**config.mk**
```make
export PLATFORM = sky130hd
export DESIGN_NAME = mb_crc_seq
export DESIGN_NICKNAME = d
export VERILOG_FILES = /design/src/rtl/mb_crc_seq.sv
export SDC_FILE = /design/constraint.sdc
export NUM_CORES = 1
export LEC_CHECK = 0
export ABC_AREA = 1
export CORE_UTILIZATION = 28
export CTS_BUF_LIST = sky130_fd_sc_hd__clkbuf_4
export DETAILED_ROUTE_END_ITERATION = 12
export HOLD_SLACK_MARGIN = 0.15
export PLACE_DENSITY = 0.87
export SETUP_SLACK_MARGIN = 0.4
export SYNTH_ARGS = -nofsm -noshare
export SYNTH_HDL_FRONTEND = slang
export SYNTH_SLANG_ARGS = --single-unit
```
**constraint.sdc**
```tcl
create_clock -name clk -period 1.5 [get_ports clk]
set_clock_uncertainty 0.2 [all_clocks]
set_input_delay 0.3 -clock clk [delete_from_list [all_inputs] [get_ports clk]]
set_output_delay 0.3 -clock clk [all_outputs]
set_load 0.01 [all_outputs]
```
**src/rtl/mb_crc_seq.sv**
```systemverilog
// Modbus RTU framer: passes payload bytes downstream, then appends the CRC-16 (low byte first).
// Optional payload-length check (254 bytes max) with a drop state: define MB_CRC_LEN_CHK_EN.
module mb_crc_seq (
    input  logic        clk,
    input  logic        rst_n,
    input  logic [7:0]  s_data,
    input  logic        s_valid,
    input  logic        s_last,
    output logic        s_ready,
    output logic [7:0]  m_data,
    output logic        m_valid,
    output logic        m_last,
    input  logic        m_ready,
    output logic [7:0]  crc_data,
    output logic        crc_init,
    output logic        crc_en,
    input  logic [15:0] crc_result,
    output logic        busy
`ifdef MB_CRC_LEN_CHK_EN
    ,
    output logic        frame_err
`endif
);

    // state  | meaning
    // IDLE   | waiting for the first byte of a frame (byte not consumed)
    // INIT   | one bubble cycle, engine preloaded to 0xFFFF
    // DATA   | payload pass-through, engine absorbs every handshake
    // CRC_LO | emitting crc_result[7:0]
    // CRC_HI | emitting crc_result[15:8] with m_last
    // DROP   | over-length frame, discard until s_last (length check only)
    typedef enum logic [2:0] {
        IDLE,
        INIT,
        DATA,
        CRC_LO,
        CRC_HI
`ifdef MB_CRC_LEN_CHK_EN
        ,
        DROP
`endif
    } state_t;

    state_t state;

`ifdef MB_CRC_LEN_CHK_EN
    logic [7:0] pay_cnt;
`endif

    always_ff @(posedge clk or negedge rst_n) begin
        if (!rst_n) begin
            state    <= IDLE;
            crc_init <= 1'b0;
            busy     <= 1'b0;
`ifdef MB_CRC_LEN_CHK_EN
            frame_err <= 1'b0;
            pay_cnt   <= 8'd0;
`endif
        end else begin
            crc_init <= 1'b0;
`ifdef MB_CRC_LEN_CHK_EN
            frame_err <= 1'b0;
`endif
            case (state)
                IDLE: begin
                    if (s_valid) begin
                        state    <= INIT;
                        crc_init <= 1'b1;
                        busy     <= 1'b1;
                    end
                end
                INIT: begin
                    state <= DATA;
`ifdef MB_CRC_LEN_CHK_EN
                    pay_cnt <= 8'd0;
`endif
                end
                DATA: begin
                    if (s_valid && m_ready) begin
`ifdef MB_CRC_LEN_CHK_EN
                        pay_cnt <= pay_cnt + 8'd1;
                        // pay_cnt holds the handshakes before this one, so 253 means byte 254
                        if (!s_last && pay_cnt == 8'd253) begin
                            state     <= DROP;
                            frame_err <= 1'b1;
                        end else if (s_last) begin
                            state <= CRC_LO;
                        end
`else
                        if (s_last) begin
                            state <= CRC_LO;
                        end
`endif
                    end
                end
                CRC_LO: begin
                    if (m_ready) begin
                        state <= CRC_HI;
                    end
                end
                CRC_HI: begin
                    if (m_ready) begin
                        state <= IDLE;
                        busy  <= 1'b0;
                    end
                end
`ifdef MB_CRC_LEN_CHK_EN
                DROP: begin
                    if (s_valid && s_last) begin
                        state <= IDLE;
                        busy  <= 1'b0;
                    end
                end
`endif
                default: begin
                    state <= IDLE;
                    busy  <= 1'b0;
                end
            endcase
        end
    end

    // Payload path stays combinational so bytes flow at one per clock with no extra latency.
    always_comb begin
        s_ready  = 1'b0;
        m_data   = 8'h00;
        m_valid  = 1'b0;
        m_last   = 1'b0;
        crc_data = 8'h00;
        crc_en   = 1'b0;
        case (state)
            DATA: begin
                m_data   = s_data;
                m_valid  = s_valid;
                s_ready  = m_ready;
                crc_data = s_data;
                crc_en   = s_valid && m_ready;
            end
            CRC_LO: begin
                m_data  = crc_result[7:0];
                m_valid = 1'b1;
            end
            CRC_HI: begin
                m_data  = crc_result[15:8];
                m_valid = 1'b1;
                m_last  = 1'b1;
            end
`ifdef MB_CRC_LEN_CHK_EN
            DROP: begin
                s_ready = 1'b1;
            end
`endif
            default: begin
                s_ready = 1'b0;
            end
        endcase
    end

endmodule
```
After elaboration in Yosys (flattened, before gate mapping)
Index checks and enable logic that the tools add are counted.

Flip-flop bits (word level): 5. Bits in latches: 0. Memory bits (writable): 0. Memory bits (read-only): 0. Input bits: 29. Output and inout bits: 22. Word-level logic and storage cells: 36. Memories: 0.

Add/sub/neg operators: 0. Multipliers: 0. Div/mod/pow operators: 0. Order comparisons: 0. Equal/unequal tests: 9. Shift-type cells: 0. Muxes and demuxes: 17. Bitwise operators: 1. Reduce and logical (&&, ||, !) cells: 6.

Operators by type and width (count): $pmux 8 s3 (1); $mux 3 (5); $pmux 3 s5 (1); $ne 2x2->1 const B (5); $mux 8 (1); $mux 1 (7); $eq 3x2->1 const B (2); $reduce_and 5->1 (1); $eq 3x1->1 const B (1); $eq 3x3->1 const B (1); $logic_not 3->1 (1); $pmux 1 s3 (1); $reduce_and 3->1 (1); $reduce_or 3->1 (1); $pmux 1 s2 (1); $reduce_or 2->1 (1); $logic_and 1x1->1 (1); $not 1->1 (1).

Depth between registers and ports, before layout
Gate-level depths: netlist of the first run.

Depth in word-level cells: 4. Mapped depth: 6. Mapped depth without buffers: 6.

Worst setup path after synthesis of the first run
OpenSTA, ideal clock, no wires.

Kind: reg2out. From: register state[2]. To: output port m_data[3]. Data arrival time: 1.058 ns. Required time: 1.000 ns. Setup slack: -0.058 ns. Stages on the path, launching flop included: 5. Path buffers: 0. Cells stage by stage: dfrtp_1 > nor2_2 > nand2_2 > nor2_1 > nand3b_1.

Longest elaborated chain between the ends: 2. Elaborated cells between the ends (all ways): 4. Classes of those cells: 3 x eq/ne; 1 x mux.

RTL lines: start: declaration (RTL line 44) `state_t state;`; start signal: assignment (RTL line 52) `state <= IDLE;`; start signal: assignment (RTL line 67) `state <= INIT;`; start signal: assignment (RTL line 73) `state <= DATA;`; $eq 3x3->1 / $eq 3x2->1 (equally long branches) (RTL line 131) `case (state)`; $pmux 8 s3 * (RTL line 131); end: declaration (RTL line 10) `output logic [7:0] m_data,`.

Mark *: on every way between the ends. The rest lies on a longest branch, timed or not.

Worst setup path in the final report of the first run
From: register state[2]. To: output port m_data[7].

The elaborated chain is that of the path after synthesis.

==> flow_summary_export.csv, run 1 <==
group,metric,value,unit
power,leakage,0.798,nW
route,num_vias,1070,
cts,cts.path.max_buffers,2,
critical_path,critical-path-slowest-cell,"dfrtp_2",
synth,seq_area_frac_synth,0.269,
sta,tns,-9.26,ns
synth,postSynth.asyncResetShare,1.00,
route,via_per_inst,5.66,
critical_path,r2r_slack,-0.18,ns
critical_path,max_stage_delay,0.45,ns
power,intPower,1.71,mW
critical_path,start_kind,"flip-flop",
sta,tightest_slew,0.305,ns
synth,ys_top_cells_by_count,"nand2_1 (30), inv_1 (17), nand3_1 (11)",
critical_path,cp.depth,6,
critical_path,cpMostUsedCell,"nor2_4",
route,drtPass1Iterations,4,
sta,fmax,490,MHz
placed_design,io_buffers,50,
floorplanning,io_pins,51,
critical_path,crit_buf_inv,2,
synth,syn_inst,85,
critical_path,required,1.00,ns
cts,htree_num_levels,1,
synth,synth_area,465,sq um
global_route,overflow,0,
cts,clk_latency,0.26,ns
final_layout,area_growth,212,%
synth,ys.flop_type,"dfrtp_1",
sta,finalCriticalPeriod,2.04,ns
final_layout,drive_gt1_frac,0.566,
min_path,hp-class,"in2async",
route,postRouteAntennaNets,0,
floorplanning,die_h,42.8,um
final_layout,n_antenna_cell,0,
sta,min_period_over_period,1.36,
global_route,grt_pass1_vias,984,
floorplanning,coreArea,0.00152,sq mm
route,wire_per_inst,22.1,um
cts,root_buffer,"clkbuf_4",
floorplanning,rows,14,
route,drt_drc_violations_left,0,
power,pwr-share-clk,0.059,
synth,synth_warnings,0,
power,p_switching,1.55,mW
critical_path,path_cells,"nor2_4, nand2_8, buf_4, nor2_4, nand3b_1, buf_2",
synth,synth_cell_types,11,
critical_path,criticalPathCategory,"reg2out",
power,switching_share,0.476,
sta,finalSetupViolations,24,
outcome,status,"finished with violations",
synth,synth_edf_count,0,
final_layout,nFillCells,43,
floorplanning,die_area,0.00183,sq mm
power,combPwrFrac,0.850,
critical_path,rr_endpoint,"state[2]",
global_route,grtUsageTotal,0.336,
cts,clock-sinks,5,
floorplanning,initial_utilization,0.305,
synth,synth_top_cell_by_area,"dfrtp_1",
synth,yosysTopAreaCellShare,0.269,
route,drt_iter0_markers,39,
cts,numCtsBuffers,3,
floorplanning,die_w,42.8,um
power,ir_worst_vdd,1.98,mV
cts,cts_tree,"done",
synth,syn_area_per_cell,5.48,sq um
critical_path,reg2reg_from,"state[2]",
run,max_cap_violations,0,
placed_design,hpwlAfterDp,1.69,mm
global_route,grt_pass1_wl,4.47,mm
cts,cts.clk_slew.worst_paths,0.06,ns
power,power_frac_seq,0.091,
power,power.density,2250,mW/mm^2
critical_path,crit_path_end_kind,"output pin",
sta,hold_violations,0,
outcome,violations,"negative setup slack",
critical_path,timing.critical_path.to,"m_data[7]",
global_route,antenna_found_initial,0,
route,drt_wl_total,4.18,mm
synth,synth_nets,114,
critical_path,r2r_cells,9,
sta,drv_slew,0,
sta,slew_headroom,0.794,
critical_path,crit_fanout,8,
final_layout,fin_nets,203,
synth,synth.most_common_cell,"nand2_1",
placed_design,place.gp.congestion,0.743,
sta,setup_slack,-0.541,ns
synth,synth-seq-cells,5,
synth,synth.area.top_cells,"dfrtp_1 (27%), nand2_1 (24%), inv_1 (14%)",
critical_path,crit_start,"state[2]",
critical_path,critPathTopFamily,"simple AND/OR/NAND/NOR gates",
critical_path,cp.arrival,1.54,ns
sta,hold_ws,0.0694,ns
global_route,grt_max_degree,9,
sta,rsz0062_at_grt,"yes",
==> worst reg2reg max path, delay by kind of cell (launching register included) <==
kind / cells / cell delay, ns
and+or+nand+nor: 5 / 0.54
buffers and inverters: 4 / 0.38
DFF: 1 / 0.45
==> registers in the layout, indices dropped and copies added (netlist names) <==
name,count
state,3
busy,1
crc_init,1
==> placed cells by master (no fill, tap or decap), drive strengths merged <==
cell type and n:
dfrtp 5, nand2 31, nor2 12, clkbuf 4
o21ai 3, inv 19, clkdlybuf4s50 28, nand3 11
buf 56, nand3b 3, o211ai 1
==> worst min-delay path by stage <==
stage           from       end  cells past startpoint
2_1_floorplan  rst_n      busy                      0
3_3_place_gp    busy      busy                      2
3_5_place_dp    busy      busy                      2
4_1_cts        rst_n      busy                      1
5_1_grt        rst_n  crc_init                      1
6_report       rst_n  crc_init                      1
==> final cells by class <==
class | instances | area (sq um) | area share
clock buffers | 4 | 30.0 | 0.0207
repair buffers | 84 | 759 | 0.524
multi-input cells | 61 | 428 | 0.295
inverters | 19 | 83.8 | 0.0578
flip-flops and latches | 5 | 129 | 0.0889
well taps | 16 | 20.0 | 0.0138
==> cell families (layout without fill, tap and decap cells) <==
family / Yosys count / after routing / share of synthesized area
flip-flops: 5 / 5 / 0.269
buffers and inverters: 19 / 107 / 0.153
AO/OA/AOI/OAI: 4 / 4 / 0.0484
AND/OR/NAND/NOR: 57 / 57 / 0.530
==> routing by layer <==
layer / global-route usage / routed length, um / vias up
met3: 0.0681 / 342 / 58
met4: 0.238 / 569 / 0
met1: 0.312 / 1160 / 471
met2: 0.633 / 2110 / 107
li1: - / - / 434
met5: 0 / 0 / -
==> stage by stage <==
step	area, sq um	setup WS (ns)	util	total power, mW	cells
2_1_floorplan	518	0.0429	-	1.02	85
3_3_place_gp	1090	-0.552	0.716	1.81	158
3_5_place_dp	1090	-0.624	0.716	1.87	158
4_1_cts	1280	-0.450	0.842	2.53	180
5_1_grt	1450	-0.571	0.952	3.38	189
6_report	1450	-0.541	0.952	3.26	189
==> what timing repair did <==
action                                  4_1_cts  5_1_grt
buffers inserted                             18        9
endpoints found under the setup margin       27       27
pin swaps                                     5        6
resized for setup                           119       29
endpoints found under the hold margin         5        5
==> power by group through the flow <==
stage	Clock (mW)	Sequential [mW]	Combinational (mW)
3_3_place_gp	0	0.260	1.55
5_1_grt	0.196	0.299	2.89
3_5_place_dp	0	0.266	1.61
2_1_floorplan	0	0.267	0.754
6_report	0.193	0.296	2.77
4_1_cts	0.173	0.267	2.09
Note: power is estimated with default switching activity, not from simulation.
==> run 2, diff against run 1 <==
CORE_MARGIN = 2   (was not set)
==> run 2 against run 1 <==
The flow still finishes with violations (negative setup slack). Total power rose by 2.2%. Critical path depth rose by 2. Cell count fell by 1.6%. Worst hold slack lost 0.0040 ns. Combinational power increased by 3%. Register-to-register slack worse by 0.03 ns. Flip-flop and latch count stayed put. First-iteration DRC count up 10%. Routed wire length increased by 0.17%. Clock-buffer cell count unchanged. Non-clock buffer count fell by 4. Die area rose by 9.6%. Highest routed layer unchanged.
==> flow_summary_export.csv, run 2 (synthesized netlist as in run 1, its figures left out) <==
group,metric,value,unit
outcome,status,"finished with violations",
outcome,violations,"negative setup slack",
final_layout,layout_common_cells,"clkdlybuf4s50_1 (27), buf_4 (23), nand2_1 (22), buf_6 (17), inv_1 (10)",
critical_path,max_stage_delay,0.44,ns
route,wl_met1,1.37,mm
critical_path,crit_fanout,5,
global_route,grtUsageTotal,0.316,
sta,setup_slack,-0.589,ns
global_route,grt_pass1_vias,985,
critical_path,required,1.00,ns
route,drtPass1Iterations,4,
critical_path,reg2reg_from,"state[1]",
critical_path,start_kind,"flip-flop",
critical_path,r2r_slack,-0.21,ns
route,via_per_inst,5.75,
cts,root_buffer,"clkbuf_4",
critical_path,rr_endpoint,"state[0]",
cts,numCtsBuffers,3,
sta,min_period_over_period,1.39,
sta,fmax,479,MHz
run,max_cap_violations,0,
placed_design,place_area,0.00111,sq mm
sta,finalSetupViolations,24,
critical_path,critical-path-slowest-cell,"dfrtp_2",
power,p_total,3.33,mW
critical_path,criticalPathCategory,"reg2out",
placed_design,pre_cts_ws,-0.581,ns
floorplanning,die_h,44.8,um
global_route,overflow,0,
floorplanning,die_w,44.8,um
critical_path,path_cells,"buf_12, nor2_4, nand2_4, inv_6, buf_6, nand2_1, nand3b_1, buf_2",
critical_path,cp.arrival,1.59,ns
sta,slew_headroom,0.836,
placed_design,dp_cells,161,
min_path,hp-class,"in2async",
route,drt_wl_total,4.19,mm
cts,htree_num_levels,1,
global_route,grt_max_degree,10,
route,wl_met2,2.16,mm
route,wire_per_inst,22.5,um
final_layout,area_growth,216,%
final_layout,final_cells,186,
placed_design,hpwlAfterDp,1.84,mm
power,ir_worst_vdd,1.94,mV
route,top_layer_used,"met4",
cts,cts.path.max_buffers,2,
critical_path,r2r_cells,8,
global_route,antenna_found_initial,0,
cts,clk_latency,0.26,ns
floorplanning,io_pins,51,
cts,cts.clk_slew.worst_paths,0.06,ns
final_layout,largest_reg_flops,3,
final_layout,drive_gt1_frac,0.571,
final_layout,biggestRegsByFlops,"state (3), busy (1), crc_init (1)",
floorplanning,rows,14,
route,route.met3.wl,345,um
sta,hold_violations,0,
final_layout,design_area,0.00147,sq mm
sta,tightest_slew,0.245,ns
power,leakage,0.801,nW
cts,clock-sinks,5,
final_layout,mostFrequentLayoutCell,"clkdlybuf4s50_1",
floorplanning,initial_utilization,0.305,
final_layout,fin_nets,200,
route,drt_iter0_markers,43,
route,num_vias,1069,
critical_path,crit_path_end_kind,"output pin",
sta,tns,-10.17,ns
final_layout,top_register,"state",
cts,cts_tree,"done",
floorplanning,die_area,0.00200,sq mm
route,drt_drc_violations_left,0,
sta,rsz0062_at_grt,"yes",
floorplanning,coreArea,0.00152,sq mm
final_layout,n_antenna_cell,0,
critical_path,critPathTopFamily,"buffers and inverters",
placed_design,io_buffers,50,
critical_path,crit_buf_inv,4,
power,power.density,2260,mW/mm^2
route,postRouteAntennaNets,0,
global_route,grt_pass1_wl,4.44,mm
sta,finalCriticalPeriod,2.09,ns
sta,drv_slew,0,
placed_design,place.gp.congestion,0.737,
## run 2: cell types whose count changed in the layout (fill, tap and decap cells not counted), moves of 2 or more
| cell | before | now |
|---|---|---|
| inv_1 | 15 | 10 |
| buf_6 | 21 | 17 |
| inv_2 | 1 | 5 |
| o21ai_0 | 2 | 0 |
| buf_12 | 1 | 3 |
| nand2_4 | 4 | 7 |
| buf_2 | 13 | 9 |
| buf_4 | 21 | 23 |
| nand2_1 | 17 | 22 |
| nand2_2 | 9 | 2 |
## run 2: timing repair
item	in CTS	in global routing
pin swaps	9	8
setup buffers	10	10
resized for setup	128	27
gates cloned	0	1
hold endpoints to repair	5	5
setup endpoints to repair	27	27
## run 2: worst register-to-register path, cell delays in order, from the launching register on
cell,delay (ns)
dfrtp_2,0.44
buf_12,0.14
buf_4,0.15
inv_1,0.19
nand3_4,0.12
nand2_2,0.08
inv_1,0.08
nand3_1,0.12
nand2_1,0.08
## run 2: how the worst max path moves through the flow
stage	startpoint	endpoint	slack [ns]	cells after the start
after global placement	s_valid	m_valid	-0.55	4
after global routing	state[2]	m_data[6]	-0.61	8
after CTS	state[0]	m_data[7]	-0.48	7
final	state[1]	m_data[5]	-0.59	8
after detailed placement	s_data[5]	m_data[5]	-0.58	5
after floorplan	state[2]	m_data[3]	0.04	4
## run 2: layout make-up
class                      instances  area [sq um]
inverter                          19          93.8
sequential                         5           129
tap                               16          20.0
clock buffer                       4          30.0
timing repair buffer              80           752
multi-input combinational         61           440
fill                              30          51.3
timing repair inverter             1          7.51
## run 2: power breakdown
group | switching, mW | internal [mW]
Sequential | 0.0741 | 0.202
Clock | 0.0751 | 0.120
Combinational | 1.46 | 1.40
Total | 1.61 | 1.72
## run 2: per-stage QoR
stage,hold WS (ns),util
after floorplan,-0.196,-
after global placement,0.269,0.731
after detailed placement,0.298,0.731
after CTS,0.0691,0.851
after global routing,0.106,0.966
final,0.0654,0.966
## run 2: per-layer routing
layer | global-route usage | up-vias
li1 | - | 431
met1 | 0.275 | 498
met2 | 0.652 | 104
met3 | 0.0640 | 36
met4 | 0.165 | 0
met5 | 0 | -
